[src/rtl/core_pkg.sv]
// Shared core types: enable flag, data word and per-stage payload structs.
// Pipeline stages size their skid registers from these struct widths.
package core_pkg;

  typedef enum logic {
    DISABLE = 1'b0,
    ENABLE  = 1'b1
  } enable_t;

  typedef logic [31:0] data_t;

  typedef struct packed {
    data_t    result;
    logic [4:0] rd;
    enable_t  wb_en;
  } mem2wb_payload_t;

  localparam int MEM2WB_PAYLOAD_W = $bits(mem2wb_payload_t);

endpackage

[src/rtl/skid_fifo_mem.sv]
// DEPTH x PAYLOAD_W register array: async-reset clear, one write port,
// combinational read port.
module skid_fifo_mem #(
  parameter int PAYLOAD_W = 32,
  parameter int DEPTH     = 2,
  parameter int PTR_W     = $clog2(DEPTH)
) (
  input  logic                 ACLK,
  input  logic                 ARESET,
  input  logic                 wr_en,
  input  logic [PTR_W-1:0]     wr_ptr,
  input  logic [PAYLOAD_W-1:0] wr_data,
  input  logic [PTR_W-1:0]     rd_ptr,
  output logic [PAYLOAD_W-1:0] rd_data
);

  logic [DEPTH-1:0][PAYLOAD_W-1:0] mem;

  always_ff @(posedge ACLK or posedge ARESET) begin
    if (ARESET) mem <= '0;
    else if (wr_en) mem[wr_ptr] <= wr_data;
  end

  assign rd_data = mem[rd_ptr];

endmodule

[src/rtl/pipe_skid_stage.sv]
// Pipeline stage register with valid/ready handshake and DEPTH-entry skid
// storage; stalls are expressed by dropping out_ready_i.
module pipe_skid_stage
  import core_pkg::*;
#(
  parameter int  PAYLOAD_W = 32,
  parameter int  DEPTH     = 2,
  localparam int PTR_W     = $clog2(DEPTH)
) (
  input  logic                 ACLK,
  input  logic                 ARESET,
  input  enable_t              flush_c_i,
  input  logic                 in_valid_i,
  output logic                 in_ready_o,
  input  logic [PAYLOAD_W-1:0] in_data_i,
  output logic                 out_valid_o,
  input  logic                 out_ready_i,
  output logic [PAYLOAD_W-1:0] out_data_o,
  output logic [PTR_W:0]       count_o
);

  localparam logic [PTR_W:0] CNT_FULL = (PTR_W+1)'(DEPTH);

  logic [PTR_W-1:0] wr_ptr, rd_ptr;
  logic [PTR_W:0]   count;
  logic             push, pop, flush;

  // Ready comes only from registered count, so a same-cycle pop never frees a slot.
  assign in_ready_o  = (count < CNT_FULL);
  assign out_valid_o = (count != '0);
  assign count_o     = count;

  assign flush = (flush_c_i == ENABLE);
  assign push  = in_valid_i & in_ready_o;
  assign pop   = out_valid_o & out_ready_i;

  skid_fifo_mem #(
    .PAYLOAD_W (PAYLOAD_W),
    .DEPTH     (DEPTH),
    .PTR_W     (PTR_W)
  ) u_mem (
    .ACLK    (ACLK),
    .ARESET  (ARESET),
    .wr_en   (push & ~flush),
    .wr_ptr  (wr_ptr),
    .wr_data (in_data_i),
    .rd_ptr  (rd_ptr),
    .rd_data (out_data_o)
  );

  // DEPTH is a power of two, so pointers wrap naturally at PTR_W bits.
  always_ff @(posedge ACLK or posedge ARESET) begin
    if (ARESET) begin
      wr_ptr <= '0;
      rd_ptr <= '0;
      count  <= '0;
    end else if (flush) begin
      rd_ptr <= wr_ptr;
      count  <= '0;
    end else begin
      if (push) wr_ptr <= wr_ptr + 1'b1;
      if (pop)  rd_ptr <= rd_ptr + 1'b1;
      if (push && !pop)      count <= count + 1'b1;
      else if (pop && !push) count <= count - 1'b1;
    end
  end

  a_count_bound: assert property (@(posedge ACLK) disable iff (ARESET)
    count <= CNT_FULL);
  a_no_push_full: assert property (@(posedge ACLK) disable iff (ARESET)
    push |-> (count != CNT_FULL));
  a_no_pop_empty: assert property (@(posedge ACLK) disable iff (ARESET)
    pop |-> (count != '0));

endmodule

[config.mk]
export PLATFORM = sky130hd
export DESIGN_NAME = pipe_skid_stage
export DESIGN_NICKNAME = d
export VERILOG_FILES = /design/src/rtl/core_pkg.sv /design/src/rtl/skid_fifo_mem.sv /design/src/rtl/pipe_skid_stage.sv
export SDC_FILE = /design/constraint.sdc
export NUM_CORES = 1
export LEC_CHECK = 0
export ABC_AREA = 1
export BUFFER_PORTS_ARGS = -buffer_cell sky130_fd_sc_hd__buf_2
export CAP_MARGIN = 10
export CELL_PAD_IN_SITES_DETAIL_PLACEMENT = 1
export CELL_PAD_IN_SITES_GLOBAL_PLACEMENT = 2
export CORE_UTILIZATION = 31
export CTS_CLUSTER_DIAMETER = 80
export DETAILED_ROUTE_END_ITERATION = 7
export PLACE_DENSITY_LB_ADDON = 0.3
export SYNTH_ARGS = -nofsm -noshare
export SYNTH_HDL_FRONTEND = slang
export SYNTH_SLANG_ARGS = --single-unit
[constraint.sdc]
create_clock -name ACLK -period 3 [get_ports ACLK]
set_input_delay 0.6 -clock ACLK [delete_from_list [all_inputs] [get_ports ACLK]]
set_output_delay 0.6 -clock ACLK [all_outputs]
set_load 0.01 [all_outputs]
==> flow_summary.yaml, run 1 <==
global_route:
  globalRouteTotalUtil: 0.157
  first_global_vias: 2557
  grt_pass1_wl_um: 12500
  antenna_found_initial: 0
  grt_start_max_net_pins: 69
  grt_overflow: 0
floorplan:
  die-area_um2: 10500
  die_y_um: 103
  start_util: 0.320
  rows: 36
  io-pin-count: 73
  core_area_um2: 9820
  die_w_um: 103
logic_synthesis:
  postSynthAreaPerCell_um2: 8.42
  postSynthCellCount: 373
  ys_types: 20
  synth-compound-area-share: 0.140
  synth.largest_area_cell: "dfrtp_1"
  ys_ff_latch: 68
  yosys_warnings: 0
  syn-cell-area_um2: 3140
  synth_fp_nets: 410
  async_flop_share: 1.00
  synthMuxAreaShare: 0
  yosysTopAreaCellShare: 0.542
  synth_flop_cell: "dfrtp_1"
  seq_area_frac_synth: 0.542
  synthTopCellsByArea: "dfrtp_1 54%, nand2_1 20%, o21ai_2 6.4%, inv_1 4.3%, o21ai_1 4.1%"
  synthAdderAreaFrac: 0
  synth_top_family_by_area: "simple AND/OR/NAND/NOR gates"
  synth_xor_area_frac: 0
  synth-edff-count: 0
  yosys.area_share.simple: 0.225
clock_tree:
  cts_tree: "built"
  cts_root_buf: "clkbuf_8"
  htreeDepth: 3
  clk_latency_ns: 0.34
  clockBufferDepth: 2
  numClockSinks: 68
  holdBufCountCts: 0
  ctsResizeCount: 0
  numCtsBuffers: 9
  clkSlewWorstSetupHoldPaths_ns: 0.08
  postCtsSetupRepairBufs: 0
route:
  drt_iter0_drc: 105
  dr_wl_met3_um: 288
  dr.pass1.iters: 4
  vias_per_cell: 4.47
  top_layer_used: "met4"
  wl_met1_um: 3680
  drc: 0
  vias: 2587
  detail-route-antenna-nets: 0
  wl_met2_um: 3460
  routedWlPerCell_um: 13.0
  wl_um: 7530
power:
  power_density_nw_per_um2: 1040
  internal-power_uw: 2460
  swShare: 0.376
  p_switching_uw: 1490
  seq_power_share: 0.397
  ir_drop_mv: 0.401
  clkPwrFrac: 0.224
  p_comb_frac: 0.379
  p_leak_uw: 0.00212
timing:
  fin_crit_sh: 0.756
  rsz0062_at_grt: "no"
  fin_crit_ns: 2.27
  skew_ns: 0.00849
  setup_tns_ns: 0
  slew_headroom: 0.407
  finalMaxSlewViolations: 0
  final-hold-violation-count: 0
  max_freq_mhz: 441
  hold_slack_ns: 0.484
  worstMarginPinSlew_ns: 0.889
  setup_viol: 0
final_layout:
  final_nets: 478
  area_growth_pct: 20.9
  drive_above_1_share: 0.274
  fillers: 1238
  diodes: 0
worst_setup_path:
  cpPeakStageDelay_ns: 0.38
  crit_path_start_kind: "flop"
  regToRegSetupSlack_ns: 1.20
  reg2reg_to: "u_mem.mem[28]"
  path_class: "reg2out"
  crit_path_cell_trace: "inv_1 > buf_4 > nand2_1 > nand2_1 > buf_2"
  r2r_start: "count_o[1]"
  cpMaxStageDelayCell: "dfrtp_1"
  required_ns: 2.40
  cp-end-kind: "output port"
  path_common_cell: "nand2_1"
  worstPathMaxFanout: 12
  crit_arrival_ns: 1.67
  ff2ff_path_depth: 7
worst_hold_path:
  min_path_cells: 2
  holdPathEnd: "u_mem.mem[12]"
  hold_path_startpoint: "u_mem.mem[12]"
  hold_path_class: "reg2reg"
flow_run:
  cap_viol_max_count: 0
placement:
  gp_congestion: 0.679
  port_buffers: 72
  dp.final_hpwl_um: 4900
status:
  status: "finished clean"
## flip-flops by register name (all words and copies together), names as in the netlist
name / cells
u_mem.mem: 64
count_o: 2
rd_ptr: 1
wr_ptr: 1
## worst max-delay path, delay by kind of cell, from the launching register on
kind | cells | cell delay [ns]
simple gates | 2 | 0.16
flops | 1 | 0.38
buf+inv | 3 | 0.78
## layer usage
metal | global-route usage | vias up
met3 | 0.0278 | 12
li1 | - | 1289
met2 | 0.250 | 56
met4 | 0.0560 | 0
met5 | 0 | -
met1 | 0.215 | 1230
## cell usage in the layout (no fill, tap or decap), drive strengths merged
cell | netlist | routed
o211ai | 1 | 1
clkinvlp | 0 | 1
nand3 | 3 | 3
o21ai | 68 | 68
bufinv | 0 | 2
nand3b | 1 | 1
nand2 | 169 | 169
inv | 39 | 39
a31oi | 1 | 1
nor2 | 1 | 1
buf | 15 | 77
dfrtp | 68 | 68
clkbuf | 5 | 13
nand4 | 2 | 2
## power by group through the flow
stage / Combinational [uW] / Clock [uW] / Sequential [uW]
5_1_grt: 1720 / 959 / 1630
3_5_place_dp: 1530 / 0 / 1580
4_1_cts: 1540 / 916 / 1570
6_report: 1500 / 887 / 1570
3_3_place_gp: 1490 / 0 / 1570
2_1_floorplan: 1050 / 0 / 1530
## logic make-up (layout without fill, tap and decap cells)
kind of cell           Yosys count  in the layout
AO/OA/AOI/OAI                   70             70
buffers and inverters           59            132
flip-flops                      68             68
AND/OR/NAND/NOR                176            176
## metrics by stage
step	cells	area (um2)	total power (uW)	util	setup slack (ns)
after detailed placement	563	3560	3110	0.363	0.974
final	579	3800	3950	0.387	0.731
after CTS	579	3800	4020	0.387	0.689
after global routing	579	3800	4310	0.387	0.598
after global placement	563	3560	3050	0.363	1.01
after floorplan	373	3140	2570	-	0.688
## cell usage after synthesis, types with 2 or more instances
cell and count:
nand4_1 2, buf_2 7, inv_1 36, inv_2 2, o21ai_1 26, o21ai_2 23, o21ai_0 19, dfrtp_1 68
nand3_1 2, nand2_1 168, buf_6 8, clkbuf_1 4
## worst max-delay path by stage
stage | startpoint | endpoint | slack, ns | cells past startpoint
6_report | rd_ptr | out_data_o[5] | 0.73 | 5
5_1_grt | rd_ptr | out_data_o[5] | 0.60 | 5
4_1_cts | rd_ptr | out_data_o[5] | 0.69 | 5
3_5_place_dp | flush_c_i | u_mem.mem[2] | 0.97 | 6
3_3_place_gp | flush_c_i | u_mem.mem[20] | 1.01 | 6
2_1_floorplan | ARESET | count_o[0] | 0.69 | 1
## layout make-up
type                       instances  area (um2)  share of cell area
timing repair buffer              77         398               0.105
clock inverter                     3        67.6              0.0178
tap                              133         166              0.0438
inverter                          39         149              0.0392
sequential                        68        1700               0.448
multi-input combinational        246        1150               0.302
clock buffer                      13         169              0.0445
(Power assumes the default switching activity.)
==> inputs of run 2 (changes only) <==
clock period = 2.35 ns   (was 3 ns; I/O delays follow)
==> run 2 against run 1 <==
Clock-buffer cell count is 2 lower. Sequential share of layout area is 0.33 points higher. Register-to-register slack worse by 0.53 ns. First-iteration DRC count is 30% lower. Flip-flop and latch count stayed put. Highest routed layer unchanged.
==> flow_summary.yaml, run 2 (synthesis results as in run 1) <==
timing:
  max_freq_mhz: 500
  setup_tns_ns: 0
  fin_crit_ns: 2.00
  final-hold-violation-count: 0
  skew_ns: 0.00747
  slew_headroom: 0.554
  worstMarginPinSlew_ns: 0.669
  hold_slack_ns: 0.0619
  setup_viol: 0
  rsz0062_at_grt: "no"
  fin_crit_sh: 0.850
  finalMaxSlewViolations: 0
  final.setup.worst_slack_ns: 0.351
floorplan:
  die_y_um: 103
  rows: 36
  io-pin-count: 73
  die-area_um2: 10500
  core_area_um2: 9820
  start_util: 0.320
  die_w_um: 103
placement:
  dp.final_hpwl_um: 4990
  gp_congestion: 0.698
  place_ws_ns: 0.515
  port_buffers: 72
power:
  p_leak_uw: 0.00211
  p_switching_uw: 1870
  seq_power_share: 0.421
  internal-power_uw: 2880
  swShare: 0.393
  clkPwrFrac: 0.172
  ir_drop_mv: 0.540
  power_density_nw_per_um2: 1260
  p_comb_frac: 0.407
status:
  status: "finished clean"
route:
  drc: 0
  wl_um: 7450
  detail-route-antenna-nets: 0
  dr.pass1.iters: 4
  vias: 2565
  vias_per_cell: 4.43
  drt_iter0_drc: 74
  routedWlPerCell_um: 12.9
worst_setup_path:
  r2r_start: "count_o[1]"
  crit_path_cell_trace: "inv_1 > buf_12 > nand2_1 > nand2_1 > buf_2"
  worstPathMaxFanout: 27
  cp-endpoint: "out_data_o[5]"
  required_ns: 1.88
  path_common_cell: "nand2_1"
  ff2ff_path_depth: 5
  reg2reg_to: "u_mem.mem[40]"
  cpPeakStageDelay_ns: 0.38
  crit_arrival_ns: 1.53
  regToRegSetupSlack_ns: 0.67
  cp-end-kind: "output port"
  startpoint: "rd_ptr"
  crit_path_start_kind: "flop"
  path_class: "reg2out"
  cpMaxStageDelayCell: "dfrtp_1"
global_route:
  grt-busiest-layer: "met2"
  antenna_found_initial: 0
  grt_start_max_net_pins: 65
  met1_usage: 0.204
  grt_overflow: 0
  met3_usage: 0.0366
  globalRouteTotalUtil: 0.159
  grt_pass1_wl_um: 12600
  first_global_vias: 2602
  met2_usage: 0.260
final_layout:
  multi_input_comb_area_um2: 1150
  final_common_cell: "nand2_1"
  seq_area_um2: 1700
  final_nets: 480
  diodes: 0
  largest_reg_flops: 64
  regMostFlops: "u_mem.mem"
  drive_above_1_share: 0.274
  fillers: 1232
  final_cell_mix: "168 x nand2_1, 72 x buf_2, 68 x dfrtp_1, 35 x inv_1, 26 x o21ai_1"
  area_growth_pct: 20.0
clock_tree:
  numCtsBuffers: 9
  postCtsSetupRepairBufs: 0
  ctsResizeCount: 0
  htreeDepth: 3
  clockBufferDepth: 2
  clkSlewWorstSetupHoldPaths_ns: 0.07
  cts_root_buf: "clkbuf_8"
  cts_tree: "built"
  holdBufCountCts: 0
  numClockSinks: 68
  clk_latency_ns: 0.35
worst_hold_path:
  hold_path_class: "in2async"
flow_run:
  cap_viol_max_count: 0
==> run 2: changes by cell type in the layout (fill, tap and decap cells not counted) <==
| cell | delta |
|---|---|
| buf_12 | +3 |
| buf_4 | -1 |
| bufinv_16 | -2 |
| clkbuf_8 | -2 |
| clkinv_2 | +3 |
| clkinvlp_4 | -1 |
==> run 2: power by group through the flow <==
stage	registers [uW]	clock network (uW)	logic, uW
floorplan	1950	0	1340
finish	2000	815	1930
detailed placement	2020	0	1980
CTS	2000	856	1980
global placement	2000	0	1920
global route	2070	893	2240
==> run 2: through the flow <==
stage / power, uW / instances / instance area (um2) / utilization
floorplan: 3290 / 373 / 3140 / -
global placement: 3920 / 565 / 3610 / 0.368
detailed placement: 3990 / 565 / 3610 / 0.368
CTS: 4840 / 579 / 3770 / 0.384
global route: 5200 / 579 / 3770 / 0.384
finish: 4750 / 579 / 3770 / 0.384
==> run 2: worst min-delay path by stage <==
| stage | to | depth (start not counted) | slack [ns] |
|---|---|---|---|
| after floorplan | u_mem.mem[37] | 2 | 0.45 |
| after global placement | u_mem.mem[13] | 2 | 0.44 |
| after detailed placement | u_mem.mem[13] | 2 | 0.44 |
| after CTS | u_mem.mem[7] | 2 | 0.06 |
| after global routing | u_mem.mem[13] | 2 | 0.07 |
| final | u_mem.mem[13] | 2 | 0.06 |
==> run 2: area by class of cell <==
| class | instances | share of cell area |
|---|---|---|
| clock inverter | 3 | 0.00398 |
| inverter | 39 | 0.0395 |
| multi-input combinational | 246 | 0.304 |
| tap | 133 | 0.0441 |
| sequential | 68 | 0.451 |
| timing repair buffer | 79 | 0.119 |
| clock buffer | 11 | 0.0375 |
==> run 2: critical path, delay by kind of cell (launching register included) <==
family | cells | cell delay (ns)
buf+inv | 3 | 0.62
flops | 1 | 0.38
simple gates | 2 | 0.17
==> run 2: routing by layer <==
| layer | vias to the layer above | share of wire |
|---|---|---|
| li1 | 1293 | - |
| met5 | - | 0 |
| met2 | 56 | 0.47 |
| met4 | 0 | 0.015 |
| met3 | 10 | 0.040 |
| met1 | 1206 | 0.47 |
